**src/rtl/toggle_decoder_if.sv**
```systemverilog
// toggle_decoder_if: sample input, clear and decoded-toggle outputs of toggle_decoder
interface toggle_decoder_if #(
    parameter int CNT_W = 16,
    parameter int RUN_W = 8
);
    logic             clr;
    logic             in_valid;
    logic             in_q;
    logic             t_valid;
    logic             t_out;
    logic             locked;
    logic [CNT_W-1:0] toggle_cnt;
    logic [RUN_W-1:0] run_len;
    logic [RUN_W-1:0] max_run;

    modport master (
        output clr, in_valid, in_q,
        input  t_valid, t_out, locked, toggle_cnt, run_len, max_run
    );

    modport slave (
        input  clr, in_valid, in_q,
        output t_valid, t_out, locked, toggle_cnt, run_len, max_run
    );
endinterface

```
**src/rtl/toggle_decoder.sv**
```systemverilog
// toggle_decoder: recovers t = q ^ previous q from a sampled q stream and keeps toggle statistics
module toggle_decoder #(
    parameter int CNT_W = 16,
    parameter int RUN_W = 8
) (
    input logic            clk,
    input logic            rst,
    toggle_decoder_if.slave bus
);
    typedef enum logic {IDLE, LOCKED} state_t;

    state_t           state_q, state_d;
    logic             q_prev_q, q_prev_d;
    logic             t_valid_q, t_valid_d;
    logic             t_out_q, t_out_d;
    logic [CNT_W-1:0] toggle_cnt_q, toggle_cnt_d;
    logic [RUN_W-1:0] run_len_q, run_len_d;
    logic [RUN_W-1:0] max_run_q, max_run_d;
    logic             t;

    assign t = bus.in_q ^ q_prev_q;

    // next state: clr drops everything; first sample only primes q_prev, later ones decode
    always_comb begin
        state_d      = state_q;
        q_prev_d     = q_prev_q;
        t_valid_d    = 1'b0;
        t_out_d      = t_out_q;
        toggle_cnt_d = toggle_cnt_q;
        run_len_d    = run_len_q;
        max_run_d    = max_run_q;
        if (bus.clr) begin
            state_d      = IDLE;
            q_prev_d     = 1'b0;
            t_out_d      = 1'b0;
            toggle_cnt_d = '0;
            run_len_d    = '0;
            max_run_d    = '0;
        end else if (bus.in_valid) begin
            q_prev_d = bus.in_q;
            if (state_q == IDLE) begin
                state_d = LOCKED;
            end else begin
                t_valid_d    = 1'b1;
                t_out_d      = t;
                toggle_cnt_d = t ? ((&toggle_cnt_q) ? toggle_cnt_q : toggle_cnt_q + 1'b1) : toggle_cnt_q;
                run_len_d    = t ? '0 : ((&run_len_q) ? run_len_q : run_len_q + 1'b1);
                max_run_d    = (run_len_d > max_run_q) ? run_len_d : max_run_q;
            end
        end
    end

    // state and statistics registers
    always_ff @(posedge clk) begin
        if (rst) begin
            state_q      <= IDLE;
            q_prev_q     <= 1'b0;
            t_valid_q    <= 1'b0;
            t_out_q      <= 1'b0;
            toggle_cnt_q <= '0;
            run_len_q    <= '0;
            max_run_q    <= '0;
        end else begin
            state_q      <= state_d;
            q_prev_q     <= q_prev_d;
            t_valid_q    <= t_valid_d;
            t_out_q      <= t_out_d;
            toggle_cnt_q <= toggle_cnt_d;
            run_len_q    <= run_len_d;
            max_run_q    <= max_run_d;
        end
    end

    assign bus.t_valid    = t_valid_q;
    assign bus.t_out      = t_out_q;
    assign bus.locked     = (state_q == LOCKED);
    assign bus.toggle_cnt = toggle_cnt_q;
    assign bus.run_len    = run_len_q;
    assign bus.max_run    = max_run_q;
endmodule

```
**src/flat_wrapper.sv**
```systemverilog
// flat-port wrapper written by rule: the top's interface ports become plain ports
module toggle_decoder_flat 
#(
    parameter int CNT_W = 16,
    parameter int RUN_W = 8
)
  (clk, rst, bus_clr, bus_in_valid, bus_in_q, bus_t_valid, bus_t_out, bus_locked, bus_toggle_cnt, bus_run_len, bus_max_run);
  toggle_decoder_if #(.CNT_W(CNT_W), .RUN_W(RUN_W)) bus_i ();
  input logic clk;
  input logic rst;
  input wire logic [$bits(bus_i.clr)-1:0] bus_clr;
  input wire logic [$bits(bus_i.in_valid)-1:0] bus_in_valid;
  input wire logic [$bits(bus_i.in_q)-1:0] bus_in_q;
  output wire logic [$bits(bus_i.t_valid)-1:0] bus_t_valid;
  output wire logic [$bits(bus_i.t_out)-1:0] bus_t_out;
  output wire logic [$bits(bus_i.locked)-1:0] bus_locked;
  output wire logic [$bits(bus_i.toggle_cnt)-1:0] bus_toggle_cnt;
  output wire logic [$bits(bus_i.run_len)-1:0] bus_run_len;
  output wire logic [$bits(bus_i.max_run)-1:0] bus_max_run;
  assign bus_i.clr = bus_clr;
  assign bus_i.in_valid = bus_in_valid;
  assign bus_i.in_q = bus_in_q;
  assign bus_t_valid = bus_i.t_valid;
  assign bus_t_out = bus_i.t_out;
  assign bus_locked = bus_i.locked;
  assign bus_toggle_cnt = bus_i.toggle_cnt;
  assign bus_run_len = bus_i.run_len;
  assign bus_max_run = bus_i.max_run;
  toggle_decoder #(.CNT_W(CNT_W), .RUN_W(RUN_W)) u_core (.clk(clk), .rst(rst), .bus(bus_i));
endmodule
```
**config.mk**
```make
export PLATFORM = sky130hd
export DESIGN_NAME = toggle_decoder_flat
export DESIGN_NICKNAME = d
export VERILOG_FILES = /design/src/rtl/toggle_decoder_if.sv /design/src/rtl/toggle_decoder.sv /design/src/flat_wrapper.sv
export SDC_FILE = /design/constraint.sdc
export NUM_CORES = 1
export LEC_CHECK = 0
export ABC_AREA = 1
export CAP_MARGIN = 20
export CORE_ASPECT_RATIO = 1.1
export CORE_UTILIZATION = 35
export CTS_BUF_LIST = sky130_fd_sc_hd__clkbuf_8
export CTS_CLUSTER_DIAMETER = 50
export DETAILED_ROUTE_END_ITERATION = 8
export PLACE_DENSITY_LB_ADDON = 0.05
export SYNTH_ARGS = -nofsm -noshare
export SYNTH_HDL_FRONTEND = slang
export SYNTH_SLANG_ARGS = --single-unit
export TNS_END_PERCENT = 10
```
**constraint.sdc**
```tcl
create_clock -name clk -period 3.2 [get_ports clk]
set_clock_uncertainty 0.2 [all_clocks]
set_input_delay 0.8 -clock clk [delete_from_list [all_inputs] [get_ports clk]]
set_output_delay 0.8 -clock clk [all_outputs]
set_load 0.02 [all_outputs]
```
======== Yosys cells after proc, flatten, opt, wreduce, memory -nomap -nowiden ========
Cells that the tools add are included.
Widths: inputs -> output; s select.
word-level totals
  register bits after elaboration ......... 36
  input bits .............................. 5
  output and inout port bits .............. 35
  logic and storage cells ................. 23
cells by class
  add/sub/neg operators ................... 2
  order comparisons ....................... 1
  mux-type cells .......................... 3
  bitwise operators ....................... 3
  reductions and logical operators ........ 7
operators with widths
  kind                   count
  $add 16x1->16 const B  1
  $mux 8                 2
  $reduce_and 16->1      1
  $add 8x1->8 const B    1
  $gt 8x8->1             1
  $reduce_and 8->1       1
  $reduce_and 4->1       1
  $reduce_and 3->1       1
  $reduce_or 3->1        1
  $not 1->1              2
  $reduce_and 2->1       1
  $reduce_or 2->1        1
  $mux 1                 1
  $xor 1x1->1            1

======== Logic depth before layout (Yosys ltp) ========
  word-level depth ........................ 5
  mapped depth ............................ 18
  depth with buffers taken out ............ 18

======== Worst setup path after synthesis ========
Ideal clock, no wire load.
  path kind ............................... input to register
  start ................................... in bus_in_q
  end ..................................... reg u_core.max_run_q[3], in the netlist u_core.bus.max_run[3]
  arrival time ............................ 2.416 ns
  data required time ...................... 2.885 ns
  path slack .............................. 0.469 ns
  stages on the path ...................... 13
  path buffers ............................ 1
  cells stage by stage .................... xnor2_2 > inv_1 > nor2_1 > nand2_1 > inv_1 > ha_1 > nand2_1 > nor2_1 > a21oi_1 > buf_2 > nand3_1 > nand2_1 > nor2_1
on the way
  cells in the longest elaborated chain, start to end .. 4
RTL lines
  element                     line                  RTL
  start: declaration          flat_wrapper.sv:13    input wire logic [$bits(bus_i.in_q)-1:0] bus_in_q;
  $xor 1x1->1 *               toggle_decoder.sv:21  assign t = bus.in_q ^ q_prev_q;
  $mux 8 *                    toggle_decoder.sv:47  run_len_d = t ? '0 : ((&run_len_q) ? run_len_q : run_len_q + 1'b1);
  $gt 8x8->1                  toggle_decoder.sv:48  max_run_d = (run_len_d > max_run_q) ? run_len_d : max_run_q;
  $reduce_and 3->1 (no line)  --
  end signal: assignment      toggle_decoder.sv:70  max_run_q <= max_run_d;
  end: declaration            toggle_decoder.sv:18  logic [RUN_W-1:0] max_run_q, max_run_d;
Every way passes the cells marked *; elsewhere a longest branch is shown, timed or not.
A chain may end at the register's enable or synchronous reset.

======== Final worst setup path ========
  start ................................... in bus_in_q
  end ..................................... reg u_core.max_run_q[6], in the netlist u_core.bus.max_run[6]
Same word-level chain as after synthesis.

==> Implementation_results.wiki <==
{| class="wikitable"
! Metric !! Value
|-
| Vias || 2124
|-
| Min-delay src || u_core.bus.t_out
|-
| Crit-path cells || clkdlybuf4s50_1 > xnor2_2 > nand2_1 > inv_2 > ha_1 > nand2_1 > nor2_1 > a21oi_1 > buf_4 > nand3_1 > nand2_1 > nor2_1
|-
| Sum of net half-perimeters after detailed placement || 3860 µm
|-
| Critical Setup Path Class || input port to register
|-
| Total area of multi-input combinational cells || ~1300 µm²
|-
| Setup ws final || about 0.3 ns
|-
| Post-layout instance count excluding filler cells || 458
|-
| Largest cells by area after synthesis || sky130_fd_sc_hd__dfxtp_1, sky130_fd_sc_hd__nand2_1, sky130_fd_sc_hd__nor2_1, sky130_fd_sc_hd__a21oi_1, sky130_fd_sc_hd__ha_1
|-
| RSZ-0062 raised after global routing || no
|-
| Synthesized netlist net count || 347
|-
| Clock slew seen by the registers of the worst setup and hold paths || 0.07 ns
|-
| Register bit total from synthesis || 36
|-
| DIE WIDTH || 78.5 µm
|-
| Synth Instances || 332
|-
| Number of diodes || 0
|-
| # placed instances || 450
|-
| Num CTS Buffers || 5
|-
| Leakage || between 1 and 1.5 nW
|-
| Routability cong. || 0.828
|-
| Share of flip-flops with an asynchronous set or reset after synthesis || 0
|-
| Post-Synthesis Cell Area || 2250 µm²
|-
| Post-route ant nets || 0
|-
| Root buffer cell || sky130_fd_sc_hd__clkbuf_8
|-
| Synthesis-to-finish area growth || 25.3%
|-
| Final setup violation count || 0
|-
| Min cycle time layout || 2.91 ns
|-
| Largest net degree at the start of global routing || 21
|-
| Initial core utilization || 0.364
|-
| Area fraction of the dominant cell type after synthesis || 0.320
|-
| Slowest cell delay on critical path || 0.46 ns
|-
| Launch point of the worst reg-to-reg path || u_core.bus.run_len[0]
|-
| Peak supply drop || between 0.15 and 0.2 mV
|-
| Top-level port count || 40
|-
| CP dominant cell by count || sky130_fd_sc_hd__nand2_1
|-
| Std-Cell Rows || 30
|-
| Family of cells with the greatest summed delay on the critical path || buffers and inverters
|-
| Fill count || 693
|-
| Number of max-cap violations || 0
|-
| Length of the first detailed-routing pass in iterations || 4
|-
| Sum of negative setup slack || 0 ns
|-
| Dominant cell by count in the synthesized netlist || sky130_fd_sc_hd__nand2_1
|-
| Largest area contributor in the netlist || sky130_fd_sc_hd__dfxtp_1
|-
| Standard cell core area || 6190 µm²
|-
| Total area of sequential cells || 721 µm²
|-
| Insertion delay of the later-clocked pin in the worst-skew pair || 0.28 ns
|-
| Path class of the lowest-slack min-delay path || register to register
|-
| Post-CTS repair timing setup buffer count || 0
|-
| Data arrival at the endpoint of the critical path || 2.89 ns
|-
| Run status || complete, no violations
|-
| Slowest CP cell || sky130_fd_sc_hd__clkdlybuf4s50_1
|-
| Count of nets after finishing || 392
|-
| Count of input and output buffers || 39
|-
| Post-place setup slack || -0.0131 ns
|-
| CP Launch Type || input port
|-
| Final Total Pwr || 882 µW
|-
| Drt initial violations || 85
|-
| Wire length of the first global-routing pass || between 8000 and 9000 µm
|-
| Sink Count || 36
|-
| CTS tree || built
|-
| Synth unique cells || 30
|-
| Cells resized by post-CTS repair || 0
|-
| Count of warnings emitted by yosys || 0
|-
| Overall die height || around 86 µm
|-
| Number of hold buffers added after cts || 0
|-
| WP buf/inv || 3
|-
| Number of DRC violations after detailed routing || 0
|-
| Worst setup EP type || register
|-
| Relative slew margins || 0.547
|-
| Post-DR vias/cell || 4.64
|-
| Fraction of final layout cells with drive strength greater than 1 || 0.140
|-
| Critical Path Start || bus_in_q
|-
| Global-route congestion overflow total || 0
|-
| Endpoint required time on the critical path || 3.18 ns
|-
| Vias in the first global route || 1956
|-
| Max-slew violations || 0
|-
| Longest Clk Path Bufs || 2
|-
| Sequential-to-total area share from yosys stat || 0.320
|-
| Final-report hold violation count || 0
|-
| Transition at the pin with the smallest max-transition slack || 0.679 ns
|-
| DIE AREA || 6760 µm²
|-
| Post-Synthesis Mean Instance Area || 6.78 µm²
|-
| Part of the cycle the worst path needs || 0.908
|-
| Areal power density over the cells || 313 nW/µm²
|-
| Total detailed-routing wirelength || 5120 µm
|-
| Primary FF master, synth || sky130_fd_sc_hd__dfxtp_1
|-
| Total track usage || 0.165
|-
| Routed wire per std cell || 11.2 µm
|-
| Peak fanout along the critical path || 12
|-
| H-tree level count || 2
|-
| Antenna violations before repair || 0
|-
| Number of enable flip-flop cells after synthesis || 0
|-
| Highest Clock Rate || 0.344 GHz
|-
| Commonest cells in the synthesized netlist || sky130_fd_sc_hd__nand2_1, sky130_fd_sc_hd__nor2_1, sky130_fd_sc_hd__dfxtp_1
|}
-- path summary, 6_finish.rpt --
check	to	slack, ns	cells after the start
worst max-delay path	u_core.bus.max_run[6]	0.29	12
worst max register to register	u_core.bus.max_run[6]	0.54	15
worst min-delay path	u_core.bus.t_out	0.30	2
worst min register to register	u_core.bus.t_out	0.30	2
-- power breakdown --
group	total [mW]	internal, mW	switching [mW]
clock network	0.341	0.172	0.169
logic	0.0839	0.0326	0.0513
registers	0.457	0.452	0.00513
-- cells by family after synthesis --
logic type	share of synthesized area
AO/OA/AOI/OAI	0.117
XOR/XNOR	0.0344
adder cells (fa/ha/maj)	0.0556
buffers and inverters	0.0917
flip-flops	0.320
AND/OR/NAND/NOR	0.381
-- tightest hold or removal path: cells and delay by family, from the launching register on --
family	cells	cell delay (ns)
AOI/OAI and AO/OA	1	0.06
DFF	1	0.34
and+or+nand+nor	1	0.07
-- registers in the layout (all words and copies together), names as in the netlist --
register	count
u_core.bus.t_out	1
u_core.bus.toggle_cnt	16
u_core.bus.t_valid	1
u_core.bus.run_len	8
u_core.bus.max_run	8
u_core.bus.locked	1
u_core.q_prev_q	1
-- through the flow --
step                      utilization  area (µm²)  hold WS (ns)
after global placement          0.441        2730         0.287
after detailed placement        0.441        2730         0.296
after CTS                       0.456        2820         0.315
after floorplan                     -        2250         0.334
after global routing            0.456        2820         0.350
final                           0.456        2820         0.304
-- layout make-up --
cell class,instances,area share
Clock buffer,6,0.0293
Tap cell,80,0.0355
Multi-Input combinational cell,252,0.470
Clock inverter,2,0.00355
Sequential cell,36,0.255
Inverter,36,0.0497
Timing Repair Buffer,46,0.157
-- layout by cell type (no fill, tap or decap), types with 2 or more instances in the layout --
cell type / count
sky130_fd_sc_hd__dfxtp_1: 36
sky130_fd_sc_hd__clkdlybuf4s50_1: 39
sky130_fd_sc_hd__o21ai_0: 14
sky130_fd_sc_hd__nor2_1: 45
sky130_fd_sc_hd__ha_1: 10
sky130_fd_sc_hd__nand2_2: 15
sky130_fd_sc_hd__nand3_1: 24
sky130_fd_sc_hd__clkinv_2: 2
sky130_fd_sc_hd__xnor2_1: 4
sky130_fd_sc_hd__nand3b_1: 2
sky130_fd_sc_hd__a21oi_2: 7
sky130_fd_sc_hd__nor2_2: 5
sky130_fd_sc_hd__xor2_1: 3
sky130_fd_sc_hd__buf_4: 7
sky130_fd_sc_hd__a21oi_1: 25
sky130_fd_sc_hd__nand2_1: 86
sky130_fd_sc_hd__nand4_1: 4
sky130_fd_sc_hd__clkbuf_8: 6
sky130_fd_sc_hd__inv_1: 31
sky130_fd_sc_hd__inv_2: 3
-- routing by layer --
layer / wire [µm] / vias to the layer above / GRT usage / share of wire
met5: 0 / - / 0 / 0
li1: - / 1143 / - / -
met4: 57 / 0 / 0.0505 / 0.011
met2: 2570 / 27 / 0.297 / 0.50
met3: 129 / 5 / 0.0255 / 0.025
met1: 2360 / 949 / 0.199 / 0.46
Power figures use the tool's default switching activity.
